<file path="src/rtl/seg_scan_ctrl_pkg.sv">
// Shared constants and helpers for the 7-segment scan controller slice.
package seg_pkg;

   localparam logic [7:0]  SEG_OFF    = 8'h00;
   localparam int unsigned DP_BIT     = 0;
   localparam int unsigned MAX_DIGITS = 32;

   typedef enum logic [1:0] {
      ST_IDLE = 2'd0,
      ST_DEAD = 2'd1,
      ST_LIT  = 2'd2
   } scan_state_e;

   // Minimum width of 1 so degenerate counters still get a real register.
   function automatic int unsigned clog2(input int unsigned v);
      int unsigned r;
      r = 1;
      while ((64'd1 << r) < 64'(v)) r++;
      return r;
   endfunction

   function automatic logic [MAX_DIGITS-1:0] com_all_off(input int unsigned n);
      logic [MAX_DIGITS-1:0] r;
      r = '0;
      for (int unsigned i = 0; i < MAX_DIGITS; i++) begin
         if (i < n) r[i] = 1'b1;
      end
      return r;
   endfunction

endpackage

</file>
<file path="src/rtl/seg_scan_ctrl_if.sv">
// Display-side bundle: frame inputs from the time counters, scan outputs to the digit bank.
interface seg_scan_ctrl_if #(
   parameter int unsigned N_DIGITS = 6
);

   logic [4*N_DIGITS-1:0] digits_bcd;
   logic [N_DIGITS-1:0]   dp_mask;
   logic [N_DIGITS-1:0]   blank_mask;
   logic [N_DIGITS-1:0]   blink_mask;
   logic [N_DIGITS-1:0]   seg_com;
   logic [7:0]            seg_data;

   modport master (
      output digits_bcd, dp_mask, blank_mask, blink_mask,
      input  seg_com, seg_data
   );

   modport slave (
      input  digits_bcd, dp_mask, blank_mask, blink_mask,
      output seg_com, seg_data
   );

endinterface

</file>
<file path="src/rtl/seg_scan_ctrl_decoder.sv">
// Nibble to segment glyph; bit7=a .. bit1=g, bit0=dp (always 0 here), active-high.
module seg_decoder (
   input  logic [3:0] bcd,
   output logic [7:0] seg
);

   always_comb begin
      seg = 8'h00;
      unique case (bcd)
         4'h0: seg = 8'hFC;
         4'h1: seg = 8'h60;
         4'h2: seg = 8'hDA;
         4'h3: seg = 8'hF2;
         4'h4: seg = 8'h66;
         4'h5: seg = 8'hB6;
         4'h6: seg = 8'hBE;
         4'h7: seg = 8'hE0;
         4'h8: seg = 8'hFE;
         4'h9: seg = 8'hF6;
         4'hA: seg = 8'hEE;
         4'hB: seg = 8'h3E;
         4'hC: seg = 8'h9C;
         4'hD: seg = 8'h7A;
         4'hE: seg = 8'h9E;
         4'hF: seg = 8'h8E;
         default: seg = 8'h00;
      endcase
   end

endmodule

</file>
<file path="src/rtl/seg_scan_ctrl.sv">
// Time-multiplexed 7-segment scanner: frame snapshot, blink, and a dead cycle
// between digits so the previous pattern never ghosts onto the next common.
module seg_scan_ctrl
   import seg_pkg::*;
#(
   parameter int unsigned CLK_HZ   = 50_000_000,
   parameter int unsigned SCAN_HZ  = 1000,
   parameter int unsigned BLINK_HZ = 2,
   parameter int unsigned N_DIGITS = 6
) (
   input logic            clk,
   input logic            rst,
   seg_scan_ctrl_if.slave bus
);

   localparam int unsigned SCAN_DIV    = CLK_HZ / SCAN_HZ;
   localparam int unsigned BLINK_TICKS = SCAN_HZ / (2 * BLINK_HZ);
   localparam int unsigned PRE_W       = clog2(SCAN_DIV);
   localparam int unsigned IDX_W       = clog2(N_DIGITS);
   localparam int unsigned BLK_W       = clog2(BLINK_TICKS);
   localparam logic [N_DIGITS-1:0] COM_OFF = N_DIGITS'(com_all_off(N_DIGITS));

   logic [PRE_W-1:0]      presc_q, presc_d;
   logic [IDX_W-1:0]      idx_q, idx_d;
   logic [BLK_W-1:0]      blink_cnt_q, blink_cnt_d;
   logic                  blink_phase_q, blink_phase_d;
   logic [4*N_DIGITS-1:0] snap_bcd_q, snap_bcd_d;
   logic [N_DIGITS-1:0]   snap_dp_q, snap_dp_d;
   logic [N_DIGITS-1:0]   snap_blank_q, snap_blank_d;
   logic [N_DIGITS-1:0]   snap_blink_q, snap_blink_d;
   logic [N_DIGITS-1:0]   seg_com_q, seg_com_d;
   logic [7:0]            seg_data_q, seg_data_d;
   scan_state_e           state_q, state_d;

   logic                  tick;
   logic                  idx_last;
   logic [3:0]            nibble;
   logic [7:0]            dec_seg;
   logic [7:0]            pattern;
   logic [N_DIGITS-1:0]   com_lit;

   always_comb begin
      tick     = (presc_q == PRE_W'(SCAN_DIV - 1));
      idx_last = (idx_q == IDX_W'(N_DIGITS - 1));
      presc_d  = tick ? '0 : presc_q + 1'b1;
      idx_d    = idx_q;
      if (tick) idx_d = idx_last ? '0 : idx_q + 1'b1;
   end

   // Snapshot on the tick that moves to digit 0, so one frame shows one coherent time.
   always_comb begin
      snap_bcd_d   = snap_bcd_q;
      snap_dp_d    = snap_dp_q;
      snap_blank_d = snap_blank_q;
      snap_blink_d = snap_blink_q;
      if (tick && idx_last) begin
         snap_bcd_d   = bus.digits_bcd;
         snap_dp_d    = bus.dp_mask;
         snap_blank_d = bus.blank_mask;
         snap_blink_d = bus.blink_mask;
      end
   end

   always_comb begin
      blink_cnt_d   = blink_cnt_q;
      blink_phase_d = blink_phase_q;
      if (tick) begin
         if (blink_cnt_q == BLK_W'(BLINK_TICKS - 1)) begin
            blink_cnt_d   = '0;
            blink_phase_d = ~blink_phase_q;
         end else begin
            blink_cnt_d = blink_cnt_q + 1'b1;
         end
      end
   end

   seg_decoder u_dec (
      .bcd (nibble),
      .seg (dec_seg)
   );

   always_comb begin
      nibble           = snap_bcd_q[4*idx_q +: 4];
      pattern          = dec_seg;
      pattern[DP_BIT]  = dec_seg[DP_BIT] | snap_dp_q[idx_q];
      if (snap_blank_q[idx_q] || (snap_blink_q[idx_q] && blink_phase_q)) pattern = SEG_OFF;
      com_lit          = COM_OFF;
      com_lit[idx_q]   = 1'b0;
   end

   // Outputs are loaded from the next state; idx and snapshot have already
   // advanced by the time DEAD hands over to LIT.
   always_comb begin
      state_d    = state_q;
      seg_com_d  = COM_OFF;
      seg_data_d = SEG_OFF;
      unique case (state_q)
         ST_IDLE: if (tick) state_d = ST_DEAD;
         ST_DEAD: state_d = ST_LIT;
         ST_LIT:  if (tick) state_d = ST_DEAD;
         default: state_d = ST_IDLE;
      endcase
      if (state_d == ST_LIT) begin
         seg_com_d  = com_lit;
         seg_data_d = pattern;
      end
   end

   always_ff @(posedge clk or posedge rst) begin
      if (rst) begin
         presc_q       <= '0;
         idx_q         <= IDX_W'(N_DIGITS - 1);
         blink_cnt_q   <= '0;
         blink_phase_q <= 1'b0;
         snap_bcd_q    <= '0;
         snap_dp_q     <= '0;
         snap_blank_q  <= '0;
         snap_blink_q  <= '0;
         state_q       <= ST_IDLE;
         seg_com_q     <= COM_OFF;
         seg_data_q    <= SEG_OFF;
      end else begin
         presc_q       <= presc_d;
         idx_q         <= idx_d;
         blink_cnt_q   <= blink_cnt_d;
         blink_phase_q <= blink_phase_d;
         snap_bcd_q    <= snap_bcd_d;
         snap_dp_q     <= snap_dp_d;
         snap_blank_q  <= snap_blank_d;
         snap_blink_q  <= snap_blink_d;
         state_q       <= state_d;
         seg_com_q     <= seg_com_d;
         seg_data_q    <= seg_data_d;
      end
   end

   assign bus.seg_com  = seg_com_q;
   assign bus.seg_data = seg_data_q;

endmodule

</file>
<file path="src/flat_wrapper.sv">
// flat-port wrapper written by rule: the top's interface ports become plain ports
module seg_scan_ctrl_flat import seg_pkg::*;
#(
   parameter int unsigned CLK_HZ   = 50_000_000,
   parameter int unsigned SCAN_HZ  = 1000,
   parameter int unsigned BLINK_HZ = 2,
   parameter int unsigned N_DIGITS = 6
)
  (clk, rst, bus_digits_bcd, bus_dp_mask, bus_blank_mask, bus_blink_mask, bus_seg_com, bus_seg_data);
  seg_scan_ctrl_if #(.N_DIGITS(N_DIGITS)) bus_i ();
  input logic clk;
  input logic rst;
  input wire logic [$bits(bus_i.digits_bcd)-1:0] bus_digits_bcd;
  input wire logic [$bits(bus_i.dp_mask)-1:0] bus_dp_mask;
  input wire logic [$bits(bus_i.blank_mask)-1:0] bus_blank_mask;
  input wire logic [$bits(bus_i.blink_mask)-1:0] bus_blink_mask;
  output wire logic [$bits(bus_i.seg_com)-1:0] bus_seg_com;
  output wire logic [$bits(bus_i.seg_data)-1:0] bus_seg_data;
  assign bus_i.digits_bcd = bus_digits_bcd;
  assign bus_i.dp_mask = bus_dp_mask;
  assign bus_i.blank_mask = bus_blank_mask;
  assign bus_i.blink_mask = bus_blink_mask;
  assign bus_seg_com = bus_i.seg_com;
  assign bus_seg_data = bus_i.seg_data;
  seg_scan_ctrl #(.CLK_HZ(CLK_HZ), .SCAN_HZ(SCAN_HZ), .BLINK_HZ(BLINK_HZ), .N_DIGITS(N_DIGITS)) u_core (.clk(clk), .rst(rst), .bus(bus_i));
endmodule
</file>
<file path="config.mk">
export PLATFORM = sky130hd
export DESIGN_NAME = seg_scan_ctrl_flat
export DESIGN_NICKNAME = d
export VERILOG_FILES = /design/src/rtl/seg_scan_ctrl_pkg.sv /design/src/rtl/seg_scan_ctrl_if.sv /design/src/rtl/seg_scan_ctrl_decoder.sv /design/src/rtl/seg_scan_ctrl.sv /design/src/flat_wrapper.sv
export SDC_FILE = /design/constraint.sdc
export NUM_CORES = 1
export LEC_CHECK = 0
export ABC_AREA = 1
export CORE_ASPECT_RATIO = 0.6
export CORE_MARGIN = 5
export CORE_UTILIZATION = 55
export CTS_CLUSTER_DIAMETER = 100
export CTS_CLUSTER_SIZE = 30
export DETAILED_ROUTE_END_ITERATION = 8
export GPL_ROUTABILITY_DRIVEN = 1
export PLACE_DENSITY_LB_ADDON = 0.05
export REMOVE_ABC_BUFFERS = 1
export SLEW_MARGIN = 10
export SYNTH_ARGS = -nofsm -noshare
export SYNTH_HDL_FRONTEND = slang
export SYNTH_SLANG_ARGS = --single-unit
</file>
<file path="constraint.sdc">
create_clock -name clk -period 3.4 [get_ports clk]
set_input_delay 0.68 -clock clk [delete_from_list [all_inputs] [get_ports clk]]
set_output_delay 0.68 -clock clk [all_outputs]
set_load 0.1 [all_outputs]
</file>
==> results of run 1 <==
## per-layer routing
layer | share of wire, % | up-vias
li1 | - | 1855
met1 | 52 | 1713
met2 | 40 | 123
met3 | 7.0 | 14
met4 | 1.4 | 0
met5 | 0 | -
## flip-flops by register name, indices dropped and copies added, names as in the netlist
register              count
u_core.snap_blank_q       6
u_core.presc_q           16
u_core.snap_bcd_q        24
u_core.snap_dp_q          6
u_core.state_q            2
u_core.bus.seg_com        6
u_core.idx_q              3
u_core.blink_phase_q      1
u_core.bus.seg_data       8
u_core.blink_cnt_q        8
u_core.snap_blink_q       6
## per-stage QoR
step           cell area, um2  instances  setup slack, ns  total power [mW]  hold WS [ns]
2_1_floorplan            4248        534           0.4918             1.057        0.4329
3_3_place_gp             4982        704            1.243             1.116        0.4470
3_5_place_dp             4982        704            1.159             1.117        0.4598
4_1_cts                  5273        719           0.9005             2.080        0.4680
5_1_grt                  5273        719           0.8797             2.134        0.4935
6_report                 5273        719           0.9216             2.065        0.4668
## kinds of logic after synthesis
kind of cell / Yosys count / share of synthesized area [%]
AOI/OAI and AO/OA: 37 / 4.864
xor gates and xnor gates: 9 / 1.792
adders and majority gates: 9 / 2.560
buffers and inverters: 86 / 8.988
DFF: 86 / 49.15
and+or+nand+nor: 328 / 32.65
## final timing paths
kind	from	to	slack, ns	cells after the start
max in group asynchronous	rst	u_core.bus.seg_com[4]	1.93	3
min	u_core.presc_q[0]	u_core.presc_q[0]	0.47	1
max	u_core.bus.seg_data[5]	bus_seg_data[5]	0.92	1
min reg2reg	u_core.presc_q[0]	u_core.presc_q[0]	0.47	1
min in group asynchronous	rst	u_core.blink_cnt_q[2]	0.73	2
max reg2reg	u_core.idx_q[0]	u_core.snap_bcd_q[11]	1.18	6
## power groups by stage
stage	clock (mW)	combinational [mW]	sequential [mW]
after floorplan	0	0.0150	1.04
after global placement	0	0.0733	1.04
after detailed placement	0	0.0747	1.04
after CTS	0.981	0.0747	1.02
after global routing	1.03	0.0804	1.02
final	0.968	0.0726	1.02
## area by class of cell
class                      count  area, um2  share of cell area (%)
clock inverter                 4      47.55                  0.9018
multi-input combinational    383       1842                   34.93
clock buffer                  11      242.7                   4.604
inverter                      65      245.2                   4.651
sequential                    86       2162                   41.01
timing repair buffer          62      598.1                   11.34
tap                          108      135.1                   2.563
## placed cells by master, fill, tap and decap left out, types with 3 or more instances in the layout
cell             netlist  routed
nand2_1              178     178
clkbuf_16              0       9
xor2_1                 8       8
o21ai_0               14      14
inv_1                 60      59
clkdlybuf4s50_1        0      48
nor2_2                 3       3
dfrtp_1               78      78
nor2_1                43      43
nand4_1                6       6
inv_2                  5       5
ha_1                   9       9
nand3_1               81      81
dfstp_2                8       8
nor3_1                 6       6
clkinv_2               0       3
buf_4                  5      13
a21oi_1               11      11
==> results.yml, run 1 <==
synthesis:
  synth.top_cells.by_area: "dfrtp_1 44%, nand2_1 15%, nand3_1 9.2%, inv_1 5.1%, dfstp_2 4.8%"
  syn_area_per_cell_um2: 7.927
  syn_inst: 555
  yosysMostFrequentCell: "nand2_1"
  synth-seq-area-share_pct: 49.15
  yosysWarnings: 0
  async_flop_share_pct: 100.0
  yosysTopAreaCellShare_pct: 44.37
  synth_edf_count: 0
  yosys-top-cells-count: "178 x nand2_1, 81 x nand3_1, 78 x dfrtp_1"
  synthFlopType: "dfrtp_1"
  ys_ff_latch: 86
  yosys.area.top_type: "dfrtp_1"
  ys_types: 39
  syn_area_um2: 4399
placed_design:
  io_buffers: 57
  gp_congestion: 0.8373
  hpwl_um: 7018
final_layout:
  layout.nets: 660
  drive_gt1_share_pct: 9.002
  area_growth_pct: 19.85
  fillers: 643
  fin_util_pct: 67.42
  n_antenna_cell: 0
worst_setup_path:
  critPathLaunchType: "flop"
  slowest_stage: "clkdlybuf4s50_1"
  crit_path_end_kind: "primary output"
  critPathArrivalTime_ns: 1.80
  required_ns: 2.72
  crit_path_cell_trace: "clkdlybuf4s50_1"
  crit_type: "reg -> out"
  path_buf_inv: 1
  max_stage_delay_ns: 1.14
  cp_top_family: "buffers and inverters"
  cp_max_fo: 1
sta:
  hold_violations: 0
  slew_headroom_pct: 34.57
  post-route-period-util_pct: 72.90
  fin_crit_ns: 2.478
  setup_tns_ns: 0
  finalClockSkew_ns: 0.007576
  fmax_mhz: 403.5
  tightest_slew_ns: 0.9783
  rsz0062_at_grt: "no"
  setup-violations-final: 0
  slew_violations: 0
detailed_routing:
  route.detailed.drc: 0
  dr.pass1.iters: 4
  wl_um: 9811
  initialDrtViolationCount: 237
  vias_per_cell: 5.153
  ant_nets: 0
  vias: 3705
  wire_per_inst_um: 13.65
clocking:
  cts_tree: "done"
  ctsHoldBuffers: 0
  cts.sinks: 86
  cts_resized: 0
  h-tree-depth: 3
  cts_root_buffer: "clkbuf_16"
  clk_pin_slew_ns: 0.06
  numCtsBuffers: 9
  clk_latency_ns: 0.34
  cts_buffer_depth: 2
  cts_setup_buffers: 0
pwr:
  comb_power_share_pct: 3.5
  p_int_mw: 1.652
  seq_power_share_pct: 49.6
  clkPwrFrac_pct: 46.9
  switching_power_uw: 412.8
  swShare_pct: 19.99
  power.leakage_nw: 2.565
  p_per_area_nw_per_um2: 391.6
  vdd_drop_max_mv: 0.2555
global_route:
  grt_max_degree: 56
  grt_pass1_vias: 3417
  grt-busiest-layer: "met1"
  use_met2_pct: 27.99
  grt_use_met1_pct: 33.39
  antenna_found_initial: 0
  grt_first_pass_wirelength_um: 16790
  overflow: 0
  grt_util_met3_pct: 6.250
  track_usage_pct: 21.37
die:
  num_io_pins: 58
  placementRows: 25
  fp.dieArea_um2: 9946
  core_area_um2: 7820
  dieWidth_um: 125.5
  fp.dieH_um: 79.28
  initial_core_util_pct: 56.26
hold_path:
  min_path_type: "reg -> reg"
run_status:
  run_status: "complete, no violations"
job:
  max_cap_viol_count: 0
Power figures use the tool's default switching activity.
==> inputs of run 2 (changes only) <==
==> constraint.sdc (replaced) <==
create_clock -name clk -period 2.4 [get_ports clk]
set_input_delay 0.48 -clock clk [delete_from_list [all_inputs] [get_ports clk]]
set_output_delay 0.48 -clock clk [all_outputs]
set_load 0.1 [all_outputs]
==> results.yml, run 2 (same netlist as run 1, synthesis figures left out) <==
run_status:
  run_status: "complete, no violations"
global_route:
  grt_max_degree: 41
  antenna_found_initial: 0
  grt_first_pass_wirelength_um: 17350
  grt_pass1_vias: 3481
  track_usage_pct: 21.75
  overflow: 0
sta:
  rsz0062_at_grt: "no"
  fmax_mhz: 480.0
  slew_headroom_pct: 72.96
  fin_crit_ns: 2.083
  hold_violations: 0
  finalClockSkew_ns: 0.009087
  setup-violations-final: 0
  post-route-period-util_pct: 86.80
  slew_violations: 0
  tightest_slew_ns: 0.4051
die:
  placementRows: 25
  initial_core_util_pct: 56.26
  fp.dieH_um: 79.28
  dieWidth_um: 125.5
  fp.dieArea_um2: 9946
  core_area_um2: 7820
  num_io_pins: 58
worst_setup_path:
  cp_top_family: "simple AND/OR/NAND/NOR gates"
  required_ns: 2.62
  path_buf_inv: 2
  critPathArrivalTime_ns: 2.30
  max_stage_delay_ns: 0.64
  slowest_stage: "dfstp_2"
  crit_path_end_kind: "flop"
  timing.rr.start: "u_core.idx_q[2]"
  crit_path_cell_trace: "inv_1 -> nor2_1 -> nand3_1 -> nand3_1 -> ha_1 -> inv_1 -> nand3_1 -> nand3_1 -> nand2_1 -> nor2_1"
  cp_common_cell: "nand3_1"
  critPathLaunchType: "flop"
  startpoint: "u_core.idx_q[2]"
  crit_type: "reg -> reg"
  cp_max_fo: 8
pwr:
  total_power_mw: 2.916
  clkPwrFrac_pct: 46.6
  swShare_pct: 19.67
  power.leakage_nw: 2.606
  switching_power_uw: 573.5
  p_per_area_nw_per_um2: 549.6
  seq_power_share_pct: 49.8
  vdd_drop_max_mv: 0.3907
  comb_power_share_pct: 3.6
  p_int_mw: 2.342
final_layout:
  final_common_cell: "nand2_1"
  top_regs: "u_core.snap_bcd_q: 24 flops, u_core.presc_q: 16 flops"
  largest_register_ffs: 24
  n_antenna_cell: 0
  regMostFlops: "u_core.snap_bcd_q"
  layout.nets: 666
  drive_gt1_share_pct: 10.70
  area_growth_pct: 20.59
  mostFrequentLayoutCells: "178 x nand2_1, 81 x nand3_1, 78 x dfrtp_1"
  stdcell_count: 725
placed_design:
  gp_congestion: 0.8646
  dp_cells: 710
  hpwl_um: 7417
  io_buffers: 57
clocking:
  cts_resized: 0
  clk_pin_slew_ns: 0.06
  cts_root_buffer: "clkbuf_16"
  numCtsBuffers: 9
  cts_tree: "done"
  cts_setup_buffers: 0
  ctsHoldBuffers: 0
  cts.sinks: 86
  cts_buffer_depth: 2
  h-tree-depth: 3
  clk_latency_ns: 0.34
hold_path:
  min_path_type: "in -> async"
detailed_routing:
  dr.pass1.iters: 6
  initialDrtViolationCount: 239
  ant_nets: 0
  wire_per_inst_um: 13.70
  vias: 3657
  wl_um: 9931
  route.detailed.drc: 0
  vias_per_cell: 5.044
job:
  max_cap_viol_count: 0
[run 2: final timing paths]
check,cells past startpoint,slack (ns),endpoint
min reg2reg,1,0.47,u_core.presc_q[0]
min,2,0.45,u_core.blink_cnt_q[7]
max in group asynchronous,3,1.34,u_core.bus.seg_com[4]
max reg2reg,10,0.32,u_core.bus.seg_data[7]
max,10,0.32,u_core.bus.seg_data[7]
min in group clk,1,0.47,u_core.presc_q[0]
[run 2: routing by layer]
metal  share of wire [%]  GRT usage (%)  vias up
met5                   0              0        -
met2                  40          29.48      110
met4                0.89          4.762        0
met3                 5.7          5.780        9
met1                  53          34.35     1668
li1                    -              -     1870
[run 2: cell type report]
type / count / area [um2]
fillers: 714 / 2515
multi-input cells: 383 / 1842
clock buffers: 11 / 242.7
flip-flops and latches: 86 / 2162
repair buffers: 68 / 630.6
inverters: 65 / 245.2
well taps: 108 / 135.1
clock inverters: 4 / 47.55
[run 2: through the flow]
| step | TNS [ns] | util [%] | hold WS, ns | setup slack (ns) | instance area (um2) |
|---|---|---|---|---|---|
| finish | 0 | 67.84 | 0.4458 | 0.3168 | 5305 |
| global route | 0 | 67.84 | 0.4949 | 0.05793 | 5305 |
| CTS | 0 | 67.84 | 0.4568 | 0.3366 | 5305 |
| detailed placement | 0 | 64.13 | 0.4600 | 0.3546 | 5015 |
| global placement | 0 | 64.13 | 0.4498 | 0.4520 | 5015 |
| floorplan | -43.86 | - | 0.4329 | -0.5082 | 4248 |
[run 2: power by group through the flow]
stage	logic, mW	clock network [mW]	registers [mW]
finish	0.105	1.36	1.45
global route	0.117	1.44	1.45
CTS	0.108	1.38	1.45
detailed placement	0.108	0	1.48
global placement	0.106	0	1.48
floorplan	0.0213	0	1.48
==> inputs of run 3 (changes only) <==
--- a/config.mk
+++ b/config.mk
@@ -13,8 +13,9 @@
 export CTS_CLUSTER_SIZE = 30
 export DETAILED_ROUTE_END_ITERATION = 8
 export GPL_ROUTABILITY_DRIVEN = 1
-export PLACE_DENSITY_LB_ADDON = 0.05
+export PLACE_DENSITY = 0.77
 export REMOVE_ABC_BUFFERS = 1
+export SETUP_SLACK_MARGIN = 0.15
 export SLEW_MARGIN = 10
 export SYNTH_ARGS = -nofsm -noshare
 export SYNTH_HDL_FRONTEND = slang
==> results.yml, run 3 (same netlist as run 1, synthesis figures left out) <==
run_status:
  run_status: "complete, no violations"
clocking:
  numCtsBuffers: 9
  clk_latency_ns: 0.34
  cts_root_buffer: "clkbuf_16"
  cts.sinks: 86
  h-tree-depth: 3
  cts_setup_buffers: 0
  cts_tree: "done"
  clk_pin_slew_ns: 0.06
  cts_buffer_depth: 2
detailed_routing:
  dr.pass1.iters: 5
  ant_nets: 0
  wire_per_inst_um: 14.15
  wl_um: 10230
  vias: 3778
  route.detailed.drc: 0
  initialDrtViolationCount: 365
  vias_per_cell: 5.225
sta:
  post-route-period-util_pct: 86.50
  hold_violations: 0
  finalClockSkew_ns: 0.008744
  slew_violations: 0
  tightest_slew_ns: 0.4470
  setup-violations-final: 0
  fin_crit_ns: 2.076
  fmax_mhz: 481.7
  rsz0062_at_grt: "no"
  slew_headroom_pct: 70.20
  hold_ws_ns: 0.3777
hold_path:
  min_path_type: "in -> async"
placed_design:
  gp_congestion: 0.8506
  postPlaceCellArea_um2: 4992
  io_buffers: 57
  hpwl_um: 7115
global_route:
  overflow: 0
  grt_max_degree: 54
  antenna_found_initial: 0
  grt_first_pass_wirelength_um: 16990
  grt_pass1_vias: 3440
  track_usage_pct: 21.48
pwr:
  power.leakage_nw: 2.595
  total_power_mw: 3.016
  switching_power_uw: 585.3
  p_per_area_nw_per_um2: 569.1
  vdd_drop_max_mv: 0.3260
  clkPwrFrac_pct: 48.5
  comb_power_share_pct: 3.4
  swShare_pct: 19.41
  p_int_mw: 2.430
  seq_power_share_pct: 48.1
final_layout:
  n_antenna_cell: 0
  final_common_cell: "nand2_1"
  area_growth_pct: 20.45
  top_regs: "u_core.snap_bcd_q: 24 flops, u_core.presc_q: 16 flops"
  final_area_um2: 5299
  regMostFlops: "u_core.snap_bcd_q"
  largest_register_ffs: 24
  mostFrequentLayoutCells: "178 x nand2_1, 81 x nand3_1, 78 x dfrtp_1"
  drive_gt1_share_pct: 9.919
  layout.nets: 663
  fillers: 635
die:
  core_area_um2: 7820
  fp.dieH_um: 79.28
  num_io_pins: 58
  fp.dieArea_um2: 9946
  placementRows: 25
  dieWidth_um: 125.5
  initial_core_util_pct: 56.26
job:
  max_cap_viol_count: 0
worst_setup_path:
  critPathArrivalTime_ns: 2.30
  crit_type: "reg -> reg"
  startpoint: "u_core.idx_q[2]"
  required_ns: 2.63
  cp_max_fo: 8
  critPathLaunchType: "flop"
  crit_path_end_kind: "flop"
  timing.rr.start: "u_core.idx_q[2]"
==> run 3: what timing repair did <==
item,CTS,global route
endpoints found under the setup margin,0,5
gates resized for setup,0,1
hold buffers,0,0
==> run 3: path summary, 6_finish.rpt <==
| check | end | slack [ns] | cells after the start |
|---|---|---|---|
| max in group asynchronous | u_core.bus.seg_com[2] | 1.43 | 3 |
| worst max register to register | u_core.bus.seg_data[2] | 0.32 | 10 |
| worst min-delay path | u_core.presc_q[3] | 0.38 | 2 |
| worst min register to register | u_core.presc_q[0] | 0.47 | 1 |
| min in group clk | u_core.presc_q[0] | 0.47 | 1 |
| worst max-delay path | u_core.bus.seg_data[2] | 0.32 | 10 |
==> run 3: cell type report <==
type                    instances  area (um2)  share of cell area [%]
clock inverters                 2       60.06                   1.133
flip-flops and latches         86        2162                   40.80
multi-input cells             383        1844                   34.81
well taps                     108       135.1                   2.550
inverters                      65       245.2                   4.628
clock buffers                  14       244.0                   4.604
repair buffers                 65       608.1                   11.48
==> run 3: power by group through the flow <==
stage	clock network (mW)	registers (mW)	logic [mW]
global route	1.54	1.45	0.114
global placement	0	1.48	0.105
detailed placement	0	1.48	0.107
CTS	1.46	1.45	0.107
finish	1.46	1.45	0.104
floorplan	0	1.48	0.0213
==> run 3: metal layers <==
metal	global-route usage [%]	vias up	share of wire (%)
met5	0	-	0
met3	5.780	14	6.8
met1	32.52	1779	50
met2	30.44	125	42
met4	5.303	0	1.1
li1	-	1860	-
==> run 3: metrics by stage <==
step	TNS [ns]	worst slack (ns)	cells	utilization [%]
6_report	0	0.3239	723	67.76
5_1_grt	0	0.1602	723	67.76
4_1_cts	0	0.3017	723	67.73
3_5_place_dp	0	0.3429	707	63.84
3_3_place_gp	0	0.4628	707	63.84
2_1_floorplan	-43.86	-0.5082	534	-
==> run 3: worst max-delay path: stages (launching register included) <==
cell and delay (ns):
dfstp_2 0.64, inv_1 0.15, nor2_2 0.19, nand3_1 0.09, nand2_1 0.10, nor2_2 0.08
inv_1 0.11, ha_1 0.20, nand3_1 0.15, a21oi_1 0.19, nor2_1 0.06
